### src/rtl/periferico_raiz_param_if.sv
// Bus bundle for the square-root peripheral: chip select, strobes,
// byte address, and 32-bit write and read data.
interface periferico_raiz_param_if #(
    parameter int ANCHO_DIR = 5
);
    logic [31:0]          entrada_datos;
    logic                 habilitar;
    logic [ANCHO_DIR-1:0] direccion;
    logic                 leer;
    logic                 escribir;
    logic [31:0]          salida_datos;

    modport master (
        output entrada_datos,
        output habilitar,
        output direccion,
        output leer,
        output escribir,
        input  salida_datos
    );

    modport slave (
        input  entrada_datos,
        input  habilitar,
        input  direccion,
        input  leer,
        input  escribir,
        output salida_datos
    );
endinterface

### src/rtl/periferico_raiz_param.sv
// Memory-mapped integer square-root peripheral, restoring, 2 bits per edge.
// Optional RAIZ_IRQ_EN adds the irq port, irq_hab and W1C on ESTADO.
module periferico_raiz_param #(
    parameter int ANCHO     = 32,
    parameter int ANCHO_DIR = 5
) (
    input  logic                  reloj,
    input  logic                  reiniciar,
    periferico_raiz_param_if.slave bus
`ifdef RAIZ_IRQ_EN
    ,
    output logic                  irq
`endif
);
    localparam int H  = ANCHO / 2;
    localparam int CW = $clog2(H + 1);

    localparam logic [ANCHO_DIR-1:0] DIR_VALOR = ANCHO_DIR'('h04);
    localparam logic [ANCHO_DIR-1:0] DIR_CTRL  = ANCHO_DIR'('h0C);
    localparam logic [ANCHO_DIR-1:0] DIR_RES   = ANCHO_DIR'('h10);
    localparam logic [ANCHO_DIR-1:0] DIR_EST   = ANCHO_DIR'('h14);
    localparam logic [ANCHO_DIR-1:0] DIR_RESTO = ANCHO_DIR'('h18);

    typedef enum logic {
        REPOSO,
        CALCULO
    } estado_e;

    estado_e          estado_q, estado_d;
    logic [ANCHO-1:0] valor_q, valor_d;
    logic [ANCHO-1:0] op_q, op_d;
    logic [H-1:0]     raiz_q, raiz_d;
    logic [H:0]       rem_q, rem_d;
    logic [CW-1:0]    cuenta_q, cuenta_d;
    logic [H-1:0]     resultado_q, resultado_d;
    logic [H:0]       resto_q, resto_d;
    logic             terminado_q, terminado_d;
    logic             rechazado_q, rechazado_d;
    logic [31:0]      dout_q, dout_d;
    logic             irq_hab;

    logic wr, rd, wr_valor, wr_ctrl, inicio, ocupado;
    logic [H+2:0] parcial, prueba, dif;
    logic [H-1:0] raiz_n;
    logic [H:0]   rem_n;
    logic datos_unused;

    assign datos_unused = ^bus.entrada_datos;

    assign wr       = bus.habilitar & bus.escribir;
    assign rd       = bus.habilitar & bus.leer;
    assign wr_valor = wr && (bus.direccion == DIR_VALOR);
    assign wr_ctrl  = wr && (bus.direccion == DIR_CTRL);
    assign inicio   = wr_ctrl & bus.entrada_datos[0];
    assign ocupado  = (estado_q == CALCULO);

    // One restoring step: bring down the next two operand bits,
    // try subtracting 4*root+1.
    always_comb begin
        parcial = {rem_q, op_q[ANCHO-1 -: 2]};
        prueba  = {1'b0, raiz_q, 2'b01};
        dif     = parcial - prueba;
        if (parcial >= prueba) begin
            rem_n  = dif[H:0];
            raiz_n = {raiz_q[H-2:0], 1'b1};
        end else begin
            rem_n  = parcial[H:0];
            raiz_n = {raiz_q[H-2:0], 1'b0};
        end
    end

`ifdef RAIZ_IRQ_EN
    logic irq_hab_q, irq_hab_d, irq_q, wr_est;

    assign wr_est  = wr && (bus.direccion == DIR_EST);
    assign irq_hab = irq_hab_q;
    assign irq     = irq_q;

    always_comb begin
        irq_hab_d = irq_hab_q;
        if (wr_ctrl) irq_hab_d = bus.entrada_datos[1];
    end

    always_ff @(negedge reloj) begin
        if (reiniciar) begin
            irq_hab_q <= 1'b0;
            irq_q     <= 1'b0;
        end else begin
            irq_hab_q <= irq_hab_d;
            irq_q     <= terminado_q & irq_hab_q;
        end
    end
`else
    assign irq_hab = 1'b0;
`endif

    always_comb begin
        estado_d    = estado_q;
        valor_d     = valor_q;
        op_d        = op_q;
        raiz_d      = raiz_q;
        rem_d       = rem_q;
        cuenta_d    = cuenta_q;
        resultado_d = resultado_q;
        resto_d     = resto_q;
        terminado_d = terminado_q;
        rechazado_d = rechazado_q;
        dout_d      = dout_q;

        if (wr_valor) valor_d = bus.entrada_datos[ANCHO-1:0];

`ifdef RAIZ_IRQ_EN
        if (wr_est && bus.entrada_datos[0]) terminado_d = 1'b0;
`endif

        unique case (estado_q)
            REPOSO: begin
                if (inicio) begin
                    estado_d    = CALCULO;
                    op_d        = valor_q;
                    raiz_d      = '0;
                    rem_d       = '0;
                    cuenta_d    = CW'(H);
                    terminado_d = 1'b0;
                    rechazado_d = 1'b0;
                end
            end
            CALCULO: begin
                op_d     = op_q << 2;
                raiz_d   = raiz_n;
                rem_d    = rem_n;
                cuenta_d = cuenta_q - CW'(1);
                if (inicio) rechazado_d = 1'b1;
                if (cuenta_q == CW'(1)) begin
                    estado_d    = REPOSO;
                    resultado_d = raiz_n;
                    resto_d     = rem_n;
                    terminado_d = 1'b1;
                end
            end
            default: estado_d = REPOSO;
        endcase

        // Read mux sees pre-edge register values.
        if (rd) begin
            unique case (1'b1)
                bus.direccion == DIR_VALOR: dout_d = 32'(valor_q);
                bus.direccion == DIR_CTRL:  dout_d = {30'd0, irq_hab, 1'b0};
                bus.direccion == DIR_RES:   dout_d = 32'(resultado_q);
                bus.direccion == DIR_EST:
                    dout_d = {29'd0, rechazado_q, ocupado, terminado_q};
                bus.direccion == DIR_RESTO: dout_d = 32'(resto_q);
                default:                    dout_d = '0;
            endcase
        end
    end

    always_ff @(negedge reloj) begin
        if (reiniciar) begin
            estado_q    <= REPOSO;
            valor_q     <= '0;
            op_q        <= '0;
            raiz_q      <= '0;
            rem_q       <= '0;
            cuenta_q    <= '0;
            resultado_q <= '0;
            resto_q     <= '0;
            terminado_q <= 1'b0;
            rechazado_q <= 1'b0;
            dout_q      <= '0;
        end else begin
            estado_q    <= estado_d;
            valor_q     <= valor_d;
            op_q        <= op_d;
            raiz_q      <= raiz_d;
            rem_q       <= rem_d;
            cuenta_q    <= cuenta_d;
            resultado_q <= resultado_d;
            resto_q     <= resto_d;
            terminado_q <= terminado_d;
            rechazado_q <= rechazado_d;
            dout_q      <= dout_d;
        end
    end

    assign bus.salida_datos = dout_q;
endmodule

### src/flat_wrapper.sv
// flat-port wrapper written by rule: the top's interface ports become plain ports
module periferico_raiz_param_flat 
#(
    parameter int ANCHO     = 32,
    parameter int ANCHO_DIR = 5
)
  (reloj, reiniciar, bus_entrada_datos, bus_habilitar, bus_direccion, bus_leer, bus_escribir, bus_salida_datos);
  periferico_raiz_param_if #(.ANCHO_DIR(ANCHO_DIR)) bus_i ();
  input  logic reloj;
  input  logic reiniciar;
  input wire logic [$bits(bus_i.entrada_datos)-1:0] bus_entrada_datos;
  input wire logic [$bits(bus_i.habilitar)-1:0] bus_habilitar;
  input wire logic [$bits(bus_i.direccion)-1:0] bus_direccion;
  input wire logic [$bits(bus_i.leer)-1:0] bus_leer;
  input wire logic [$bits(bus_i.escribir)-1:0] bus_escribir;
  output wire logic [$bits(bus_i.salida_datos)-1:0] bus_salida_datos;
  assign bus_i.entrada_datos = bus_entrada_datos;
  assign bus_i.habilitar = bus_habilitar;
  assign bus_i.direccion = bus_direccion;
  assign bus_i.leer = bus_leer;
  assign bus_i.escribir = bus_escribir;
  assign bus_salida_datos = bus_i.salida_datos;
  periferico_raiz_param #(.ANCHO(ANCHO), .ANCHO_DIR(ANCHO_DIR)) u_core (.reloj(reloj), .reiniciar(reiniciar), .bus(bus_i));
endmodule
### config.mk
export PLATFORM = sky130hd
export DESIGN_NAME = periferico_raiz_param_flat
export DESIGN_NICKNAME = d
export VERILOG_FILES = /design/src/rtl/periferico_raiz_param_if.sv /design/src/rtl/periferico_raiz_param.sv /design/src/flat_wrapper.sv
export SDC_FILE = /design/constraint.sdc
export NUM_CORES = 1
export LEC_CHECK = 0
export ABC_AREA = 1
export CAP_MARGIN = 20
export CORE_UTILIZATION = 45
export DETAILED_ROUTE_END_ITERATION = 6
export DONT_BUFFER_PORTS = 1
export PLACE_DENSITY_LB_ADDON = 0.3
export RECOVER_POWER = 100
export SYNTH_ARGS = -nofsm -noshare
export SYNTH_HDL_FRONTEND = slang
export SYNTH_SLANG_ARGS = --single-unit
### constraint.sdc
create_clock -name reloj -period 2.05 [get_ports reloj]
set_input_delay 0.41 -clock reloj [delete_from_list [all_inputs] [get_ports reloj]]
set_output_delay 0.41 -clock reloj [all_outputs]
set_load 0.02 [all_outputs]
After elaboration in Yosys (flattened, before gate mapping)
Index checks and enable logic that the tools add are counted.

operators by class
  add/sub/neg operators = 2
  magnitude comparators = 1
  equal/unequal tests = 9
  muxes and demuxes = 19
  bitwise logic cells = 4
  reductions and logical operators = 5

operators by type and width
  operator                                                                count
  32-bit one-hot mux with 4 select lines                                  1
  32-bit one-hot mux with 2 select lines                                  1
  17-bit two-way mux                                                      2
  17-bit one-hot mux with 2 select lines                                  1
  32-bit two-way mux                                                      1
  16-bit one-hot mux with 2 select lines                                  1
  19-bit by 18-bit >= comparator with 1-bit output                        1
  17-bit subtractor                                                       1
  16-bit two-way mux                                                      1
  5-bit equality test (second input constant)                             3
  5-bit one-hot mux with 2 select lines                                   1
  1-bit two-way mux                                                       6
  1-bit one-hot mux with 2 select lines                                   3
  2-bit AND reduction                                                     3
  5-bit by 1-bit equality test with 1-bit output (second input constant)  1
  5-bit by 3-bit equality test with 1-bit output (second input constant)  1
  5-bit by 4-bit equality test with 1-bit output (second input constant)  1
  5-bit two-way mux                                                       1
  5-bit by 1-bit subtractor with 5-bit output (second input constant)     1
  2-bit != test (second input constant)                                   2
  1-bit bitwise AND                                                       3
  1-bit logical AND                                                       2
  2-bit by 1-bit != test with 1-bit output (second input constant)        1
  1-bit inverter                                                          1

storage, ports and cells
  register bits = 170
  input port bits = 42
  output and inout bits = 32
  word-level logic and storage cells = 51

Logic depth before layout (Yosys ltp)
Gate-level depths: netlist (run 1).

  depth in word-level cells = 5
  mapped depth = 15

==> flow_summary.toml, run 1 <==
[run_status]
status = "finished with violations"
violations = "setup timing"

[pwr]
seq_power_share_pct = 38.6
clkPwrFrac_pct = 59.2
p_int_uw = 5540
p_switching_uw = 2980
power.leakage_uw = 0.00546
peakVddDrop_mv = 0.650
power_density_nw_per_um2 = 689
p_sw_share_pct = 35.0
comb_power_share_pct = 2.2

[worst_setup_path]
slowest_stage = "a21oi_1"
critPathMaxFanout = 5
end_kind = "register"
startpoint_type = "primary input"
crit_chain = "nor2_4, buf_4, buf_6, nand4_1, buf_4, buf_12, buf_4, o22ai_2, o21ai_1, a21oi_1"
cpPeakStageDelay_ns = 0.45
cpLargestDelayFamily = "buffers and inverters"
cpMostUsedCell = "buf_4"
worst-path-buf-inv = 5
cp.arrival_ns = 1.99
path_class = "in -> reg"
required_ns = 1.32

[cts]
root_buffer = "clkbuf_16"
cts_tree = "yes"
clkLatencyLatePin_ns = 0.52
numCtsBuffers = 17
cts_hold_buf = 0
cts_sinks = 170
max-clock-path-buffers = 2
htreeDepth = 4
clk_pin_slew_worst_paths_ns = 0.04

[logic_synthesis]
async_reset_ff_share_pct = 0
avgSynthCellArea_um2 = 6.90
yosys_warnings = 0
syn_nets = 1196
synth.distinct_cells = 33
synth.most_common_cell = "nand2_1"
synth_seq_area_share_pct = 43.5
syn_area_um2 = 7830
synth_top_area_share_pct = 43.5
synth-edff-count = 0
yosys-top-cells-count = "nand2_1, dfxtp_1, inv_1"
yosys_register_bits = 170
ys_top_cells_by_area = "dfxtp_1, nand2_1, inv_1, a21oi_1, nor2_1"
syn-instance-count = 1134
yosysTopAreaCell = "dfxtp_1"
ys.flop_type = "dfxtp_1"

[placed_design]
port-buffer-count = 0
placed_cell_area_um2 = 8890
place_inst = 1415
dp.final_hpwl_mm = 14.6
place.gp.congestion = 0.872

[timing]
hold_viol = 0
finalClockSkew_ns = 0.0566
maxSlewHeadroom_pct = 61.3
slew_viol_final = 0
worstMarginPinSlew_ns = 0.581
rsz0062_at_grt = "true"
worst_slack_ns = -0.670
setup_viol = 202

[global_route]
overflow = 0
grt_use_met1_pct = 35.2
grt_usage_pct = 31.4
grtUsageMet3_pct = 9.52
use_met2_pct = 52.3
grt_pass1_vias = 9275
busiest_layer = "met2"
grt_max_degree = 103
antenna_found_initial = 0
grt_pass1_wl_mm = 44.3

[min_path]
hold_class = "reg -> reg"

[drt]
drt_iter0_markers = 1398
wl_per_cell_um = 22.1
post-route-drc-count = 0
antenna_left = 0
dr.pass1.iters = 7
via_count = 10188
routed_via_density = 6.12
drt-total-wl_mm = 36.8

[final_layout]
nNetsFinal = 1495
fin_area_um2 = 12400
nFillCells = 946
area_delta_synth_final_pct = 58.1
drive_above_1_share_pct = 37.1
multi_input_area_um2 = 5050
stdcell_count = 1666
num_antenna_cells = 0
seq_area_um2 = 3540

[floorplan]
die_w_um = 134
core_um2 = 16800
pin_count = 74
die_y_um = 134
num_rows = 47
die-area_um2 = 17900
start_util_pct = 46.7

[flow_run]
drv_cap = 0
==> metrics by stage <==
step	utilization [%]	TNS, ns	total power [uW]	hold slack [ns]	setup slack, ns
6_report	73.8	-36.12	8520	0.469	-0.670
5_1_grt	73.8	-41.35	8820	0.479	-0.670
4_1_cts	68.2	-20.23	8110	0.456	-0.257
3_5_place_dp	53.0	-64.52	4010	0.450	-0.581
3_3_place_gp	53.0	-65.41	4010	0.441	-0.538
2_1_floorplan	-	-49.84	3990	0.426	-0.450
==> path summary, 6_finish.rpt <==
check	from	end	slack, ns	cells after the start
setup / recovery	bus_direccion[0]	u_core.bus.salida_datos[2]	-0.67	10
hold / removal	u_core.valor_q[19]	u_core.bus.salida_datos[19]	0.47	2
setup reg to reg	u_core.raiz_q[12]	u_core.rem_q[5]	-0.29	16
hold reg to reg	u_core.valor_q[19]	u_core.bus.salida_datos[19]	0.47	2
==> repair_timing <==
| item | CTS | global route |
|---|---|---|
| pin swaps | 55 | 62 |
| gates cloned | 13 | 6 |
| gates resized for setup | 271 | 225 |
| setup buffers | 26 | 12 |
| setup endpoints to repair | 127 | 187 |
==> sequential cells by signal (all words and copies together), names as in the netlist, 5 cells and up <==
name and flops:
u_core.valor_q 32, u_core.raiz_q 16, u_core.op_q 32, u_core.rem_q 17
u_core.bus.salida_datos 32, u_core.cuenta_q 5, u_core.resto_q 17, u_core.resultado_q 16
==> tightest hold or removal path, delay by kind of cell (launching register included) <==
| family | cells | cell delay, ns |
|---|---|---|
| and+or+nand+nor | 1 | 0.06 |
| AOI/OAI and AO/OA | 1 | 0.06 |
| DFF | 1 | 0.31 |
==> cell families (layout without fill, tap and decap cells) <==
logic type      after synthesis  after routing  synth area share [%]
compound gates              203            203                  14.7
fa+ha+maj                    20             20                  3.20
xor+xnor                      7              7                 0.783
simple gates                555            555                  28.8
buf+inv                     179            491                  9.11
flops                       170            170                  43.5
==> cell usage in the layout, fill, tap and decap left out, types with 16 or more instances in the layout <==
master / n
a21oi_1: 36
a21oi_2: 38
a31oi_1: 33
buf_12: 16
buf_4: 113
clkbuf_16: 23
dfxtp_1: 122
dfxtp_2: 16
dfxtp_4: 32
inv_1: 264
inv_2: 27
nand2_1: 263
nand2_2: 86
nand2_4: 53
nand3_1: 32
nor2_1: 71
o21ai_1: 33
o22ai_1: 17
==> cell type report <==
class	count	area share (%)
timing repair inverter	1	0.131
sequential	170	28.6
inverter	124	3.98
timing repair buffer	164	14.3
clock inverter	185	6.46
multi-input combinational	785	40.8
tap	220	2.22
clock buffer	17	3.44
==> power groups by stage <==
stage | registers [uW] | clock network (uW) | logic, uW
after CTS | 3300 | 4650 | 162
after global placement | 3390 | 504 | 123
final | 3290 | 5040 | 189
after floorplan | 3380 | 504 | 103
after detailed placement | 3390 | 504 | 123
after global routing | 3290 | 5340 | 194
==> per-layer routing <==
metal	vias to the layer above	share of wire [%]
li1	4252	-
met1	4656	34
met2	936	45
met3	344	12
met4	0	8.9
met5	-	0
Power figures use the tool's default switching activity.
==> run 2: changes to the inputs <==
ABC_AREA = not set   (was 1)
CORE_ASPECT_RATIO = 0.5   (was not set)
SKIP_LAST_GASP = 1   (was not set)
==> run 2 against run 1 <==
  * The run still ends with setup timing left
  * Hold slack worse by 0.016 ns
  * Count of clock-buffer cells in the layout unchanged
  * First-iteration DRC count is 45% lower
  * Combinational power fell by 19%
  * Sequential share of layout area up 0.38 points
  * Critical path type unchanged
  * Critical endpoint is now u_core.op_q[21]
  * Largest cell class unchanged
==> flow_summary.toml, run 2 <==
[logic_synthesis]
ys.flop_type = "dfxtp_1"
synth_top_area_share_pct = 42.3
yosys_register_bits = 170
syn_nets = 1012
synth_seq_area_share_pct = 42.3
yosys-top-cells-count = "dfxtp_1, nand2_1, a21oi_1"
avgSynthCellArea_um2 = 8.48
yosysTopAreaCell = "dfxtp_1"
synth-edff-count = 0
syn_area_um2 = 8050
ys_top_cells_by_area = "dfxtp_1, nand2_1, mux2i_1, a21oi_1, mux2_2"
syn-instance-count = 950
async_reset_ff_share_pct = 0
yosys_warnings = 0
synth.distinct_cells = 66

[cts]
max-clock-path-buffers = 2
cts_tree = "yes"
root_buffer = "clkbuf_16"
numCtsBuffers = 17
cts_hold_buf = 0
cts_sinks = 170
clk_pin_slew_worst_paths_ns = 0.03
clkLatencyLatePin_ns = 0.50
htreeDepth = 4

[final_layout]
stdcell_count = 1494
nFillCells = 1132
drive_above_1_share_pct = 37.3
area_delta_synth_final_pct = 52.0
num_antenna_cells = 0
mostFrequentLayoutCells = "inv_1, nand2_1, buf_4"
fin_util_pct = 70.2
nNetsFinal = 1309
final_common_cell = "inv_1"

[worst_setup_path]
end_kind = "register"
path_class = "in -> reg"
rr_startpoint = "u_core.raiz_q[11]"
startpoint_type = "primary input"
cp.arrival_ns = 1.75
required_ns = 1.36
r2r_end = "u_core.resto_q[4]"
critPathMaxFanout = 9
ff2ff_path_depth = 10
rrSetupSlack_ns = -0.37

[pwr]
power_uw = 8280
seq_power_share_pct = 40.0
power.leakage_uw = 0.00530
p_int_uw = 5460
comb_power_share_pct = 1.8
clkPwrFrac_pct = 58.2
power_density_nw_per_um2 = 677
p_switching_uw = 2820
p_sw_share_pct = 34.1
peakVddDrop_mv = 0.460

[flow_run]
drv_cap = 0

[placed_design]
place_inst = 1241
place.gp.congestion = 0.915
port-buffer-count = 0
dp.final_hpwl_mm = 14.7

[global_route]
grt_usage_pct = 27.7
grt_pass1_wl_mm = 39.2
busiest_layer = "met2"
grt_pass1_vias = 8136
grtUsageMet3_pct = 9.97
antenna_found_initial = 1
use_met2_pct = 45.6
grt_max_degree = 163
overflow = 0
grt_use_met1_pct = 32.3

[drt]
post-route-drc-count = 0
wl_per_cell_um = 19.4
via_count = 8640
routed_via_density = 5.78
antenna_left = 0
drt-total-wl_mm = 29.0
dr.pass1.iters = 5
drt_iter0_markers = 768

[floorplan]
num_rows = 34
die-area_um2 = 18500
die_w_um = 191
die_y_um = 96.6
start_util_pct = 46.2
core_um2 = 17400
pin_count = 74

[timing]
setup_tns_ns = -39.36
maxSlewHeadroom_pct = 66.6
setup_viol = 187
finalClockSkew_ns = 0.0473
rsz0062_at_grt = "true"
worst_slack_ns = -0.392
slew_viol_final = 0
hold_viol = 0
worstMarginPinSlew_ns = 0.500
hold-worst-slack_ns = 0.453

[run_status]
violations = "setup timing"
status = "finished with violations"

[min_path]
whs_endpoint = "u_core.resultado_q[3]"
hold_class = "reg -> reg"
hold_start = "u_core.resultado_q[3]"
min_delay_path_depth = 2
-- run 2: per-layer routing --
metal	share of wire (%)	vias up
met4	4.1	2
met3	7.9	106
met5	0.031	-
li1	-	3946
met2	48	431
met1	40	4155
-- run 2: layout make-up --
type / count / area (um^2) / area share (%)
inverters: 29 / 109 / 0.889
multi-input cells: 682 / 5230 / 42.7
repair buffers: 177 / 1830 / 15.0
clock inverters: 185 / 803 / 6.56
well taps: 234 / 293 / 2.39
clock buffers: 17 / 425 / 3.47
flip-flops and latches: 170 / 3550 / 29.0
-- run 2: logic make-up (layout without fill, tap and decap cells) --
| logic type | Yosys count | count (layout) | synth area share [%] |
|---|---|---|---|
| AO/OA/AOI/OAI | 212 | 212 | 16.9 |
| XOR/XNOR | 13 | 13 | 1.41 |
| adder cells (fa/ha/maj) | 20 | 20 | 3.11 |
| buffers and inverters | 98 | 408 | 5.00 |
| flip-flops | 170 | 170 | 42.3 |
| multiplexers | 88 | 88 | 11.5 |
| AND/OR/NAND/NOR | 349 | 349 | 19.8 |
-- run 2: power by group through the flow --
stage / clock, uW / combinational, uW / sequential [uW]
4_1_cts: 4700 / 139 / 3320
3_3_place_gp: 504 / 105 / 3400
6_report: 4820 / 153 / 3310
3_5_place_dp: 504 / 107 / 3400
2_1_floorplan: 504 / 135 / 3400
5_1_grt: 5290 / 158 / 3310
-- run 2: stage by stage --
step | area (um^2) | setup WS [ns]
after global placement | 9380 | -0.689
after detailed placement | 9380 | -0.777
after global routing | 12200 | -0.428
after CTS | 11600 | -0.266
final | 12200 | -0.392
after floorplan | 8480 | -0.855
-- run 2: worst max-delay path by stage --
stage / start / endpoint / slack [ns] / cells past startpoint
after floorplan: bus_direccion[4] / u_core.op_q[10] / -0.86 / 6
after global placement: bus_direccion[4] / u_core.op_q[31] / -0.69 / 6
after detailed placement: bus_direccion[4] / u_core.op_q[14] / -0.78 / 6
after CTS: u_core.bus.salida_datos[21] / bus_salida_datos[21] / -0.27 / 0
after global routing: bus_direccion[4] / u_core.op_q[21] / -0.43 / 7
final: bus_direccion[4] / u_core.op_q[21] / -0.39 / 7
-- run 2: worst max-delay path, cell delays in order --
cell       delay [ns]
nor4_4           0.28
nand4_1          0.14
buf_6            0.21
clkbuf_16        0.18
mux2_2           0.27
mux2i_1          0.18
nor2_1           0.08
-- run 2: what timing repair did --
action,CTS,global route
endpoints found under the setup margin,171,187
gates cloned,9,5
pin swaps,53,44
endpoints found under the hold margin,0,0
gates resized for setup,213,81
buffers inserted,20,25
==> run 3: changes to the inputs <==
clock period = 2.3 ns   (was 2.05 ns; I/O delays follow)
==> run 3 against run 2 <==
  * The flow still finishes with violations (setup timing)
  * Sequential power fell by 11%
  * Clock power is 10% lower
  * Die area stayed put
  * Power is 11% lower
  * Core utilization shrank 2.9 points
  * Critical endpoint is now u_core.bus.salida_datos[3]
  * Largest cell class unchanged
  * Largest power group unchanged
  * Highest routed layer is now met4
==> flow_summary.toml, run 3 (synthesized netlist as in run 2, its figures left out) <==
[placed_design]
port-buffer-count = 0
placed_cell_area_um2 = 9020
dp.final_hpwl_mm = 14.7
place.gp.congestion = 0.888
dp_slack_ns = -0.889

[worst_setup_path]
path_class = "in -> reg"
startpoint_type = "primary input"
end_kind = "register"
cp.arrival_ns = 1.88
required_ns = 1.54
critPathMaxFanout = 22

[timing]
hold_viol = 0
maxSlewHeadroom_pct = 29.8
finalClockSkew_ns = 0.0316
worstMarginPinSlew_ns = 1.05
slew_viol_final = 0
setup_viol = 178
setup_tns_ns = -27.85
hold-worst-slack_ns = 0.449
rsz0062_at_grt = "true"
worst_slack_ns = -0.339

[floorplan]
core_um2 = 17400
start_util_pct = 46.2
num_rows = 34
die_y_um = 96.6
pin_count = 74
die-area_um2 = 18500
die_w_um = 191

[pwr]
power_density_nw_per_um2 = 631
peakVddDrop_mv = 0.429
power.leakage_uw = 0.00507

[final_layout]
nFillCells = 1255
fin_util_pct = 67.3
drive_above_1_share_pct = 35.7
num_antenna_cells = 0
area_delta_synth_final_pct = 45.8
seq_area_um2 = 3540
mostFrequentLayoutCells = "inv_1, dfxtp_1, nand2_1"
final_common_cell = "inv_1"
multi_input_area_um2 = 5260
fin_area_um2 = 11700
nNetsFinal = 1261

[cts]
cts_tree = "yes"
numCtsBuffers = 17
cts_hold_buf = 0
max-clock-path-buffers = 2
clk_pin_slew_worst_paths_ns = 0.05
cts_sinks = 170
htreeDepth = 4
root_buffer = "clkbuf_16"
clkLatencyLatePin_ns = 0.48

[global_route]
grt_usage_pct = 25.8
grt_pass1_wl_mm = 36.7
overflow = 0
antenna_found_initial = 0
grt_pass1_vias = 7562
grt_max_degree = 163

[drt]
drt-total-wl_mm = 26.5
antenna_left = 0
routed_via_density = 5.62
via_count = 8115
dr.pass1.iters = 6
drt_iter0_markers = 698
wl_per_cell_um = 18.4
post-route-drc-count = 0

[flow_run]
drv_cap = 0

[run_status]
violations = "setup timing"
status = "finished with violations"

[min_path]
hold_class = "reg -> reg"
[run 3: changes by cell type in the layout (fill, tap and decap cells not counted), moves of 6 or more]
cell	change
nand2_1	-18
dfxtp_1	+7
buf_4	-31
o21ai_0	-7
nand2_4	+10
o21ai_2	+8
dfxtp_2	-6
a21oi_1	-7
nand2_2	+8
a21oi_2	+6
[run 3: what timing repair did]
action,CTS,global route
endpoints found under the setup margin,155,179
gates resized for setup,138,190
buffers inserted,9,14
pin swaps,19,92
gates cloned,4,4
[run 3: through the flow]
stage	power (uW)	instances
2_1_floorplan	3590	950
3_3_place_gp	3570	1215
3_5_place_dp	3570	1216
4_1_cts	7380	1429
5_1_grt	7880	1445
6_report	7400	1445
[run 3: cell type report]
cell class / instances / share of cell area [%]
Clock inverter: 184 / 7.08
Multi-Input combinational cell: 682 / 44.8
Timing Repair Buffer: 129 / 10.9
Tap cell: 234 / 2.49
Inverter: 29 / 0.927
Sequential cell: 170 / 30.2
Clock buffer: 17 / 3.62
[run 3: report_power, final]
| group | leakage (uW) | total (uW) | switching [uW] | internal [uW] |
|---|---|---|---|---|
| registers | 0.00140 | 2960 | 15.3 | 2940 |
| logic | 0.00246 | 124 | 68.6 | 55.7 |
| clock network | 0.00121 | 4320 | 2260 | 2060 |
| total | 0.00507 | 7400 | 2350 | 5050 |
[run 3: path summary, 6_finish.rpt]
path         slack (ns)  depth (start not counted)                    endpoint                  start
max reg2reg       -0.22                         11           u_core.resto_q[3]       u_core.raiz_q[8]
max               -0.34                          8  u_core.bus.salida_datos[3]       bus_direccion[3]
min                0.45                          2       u_core.resultado_q[9]  u_core.resultado_q[9]
min reg2reg        0.45                          2       u_core.resultado_q[9]  u_core.resultado_q[9]
[run 3: layer usage]
metal	routed length (um)	GRT usage (%)	vias to the layer above
li1	-	-	3837
met1	11500	30.7	3896
met2	12700	41.8	315
met3	1700	9.35	67
met4	605	12.7	0
met5	0	0	-
[run 3: critical path: stages]
cell	delay (ns)
or4b_4	0.55
nor2_4	0.21
buf_12	0.16
buf_4	0.11
nand2_2	0.06
o21ai_2	0.07
a22oi_1	0.12
nor2_1	0.13
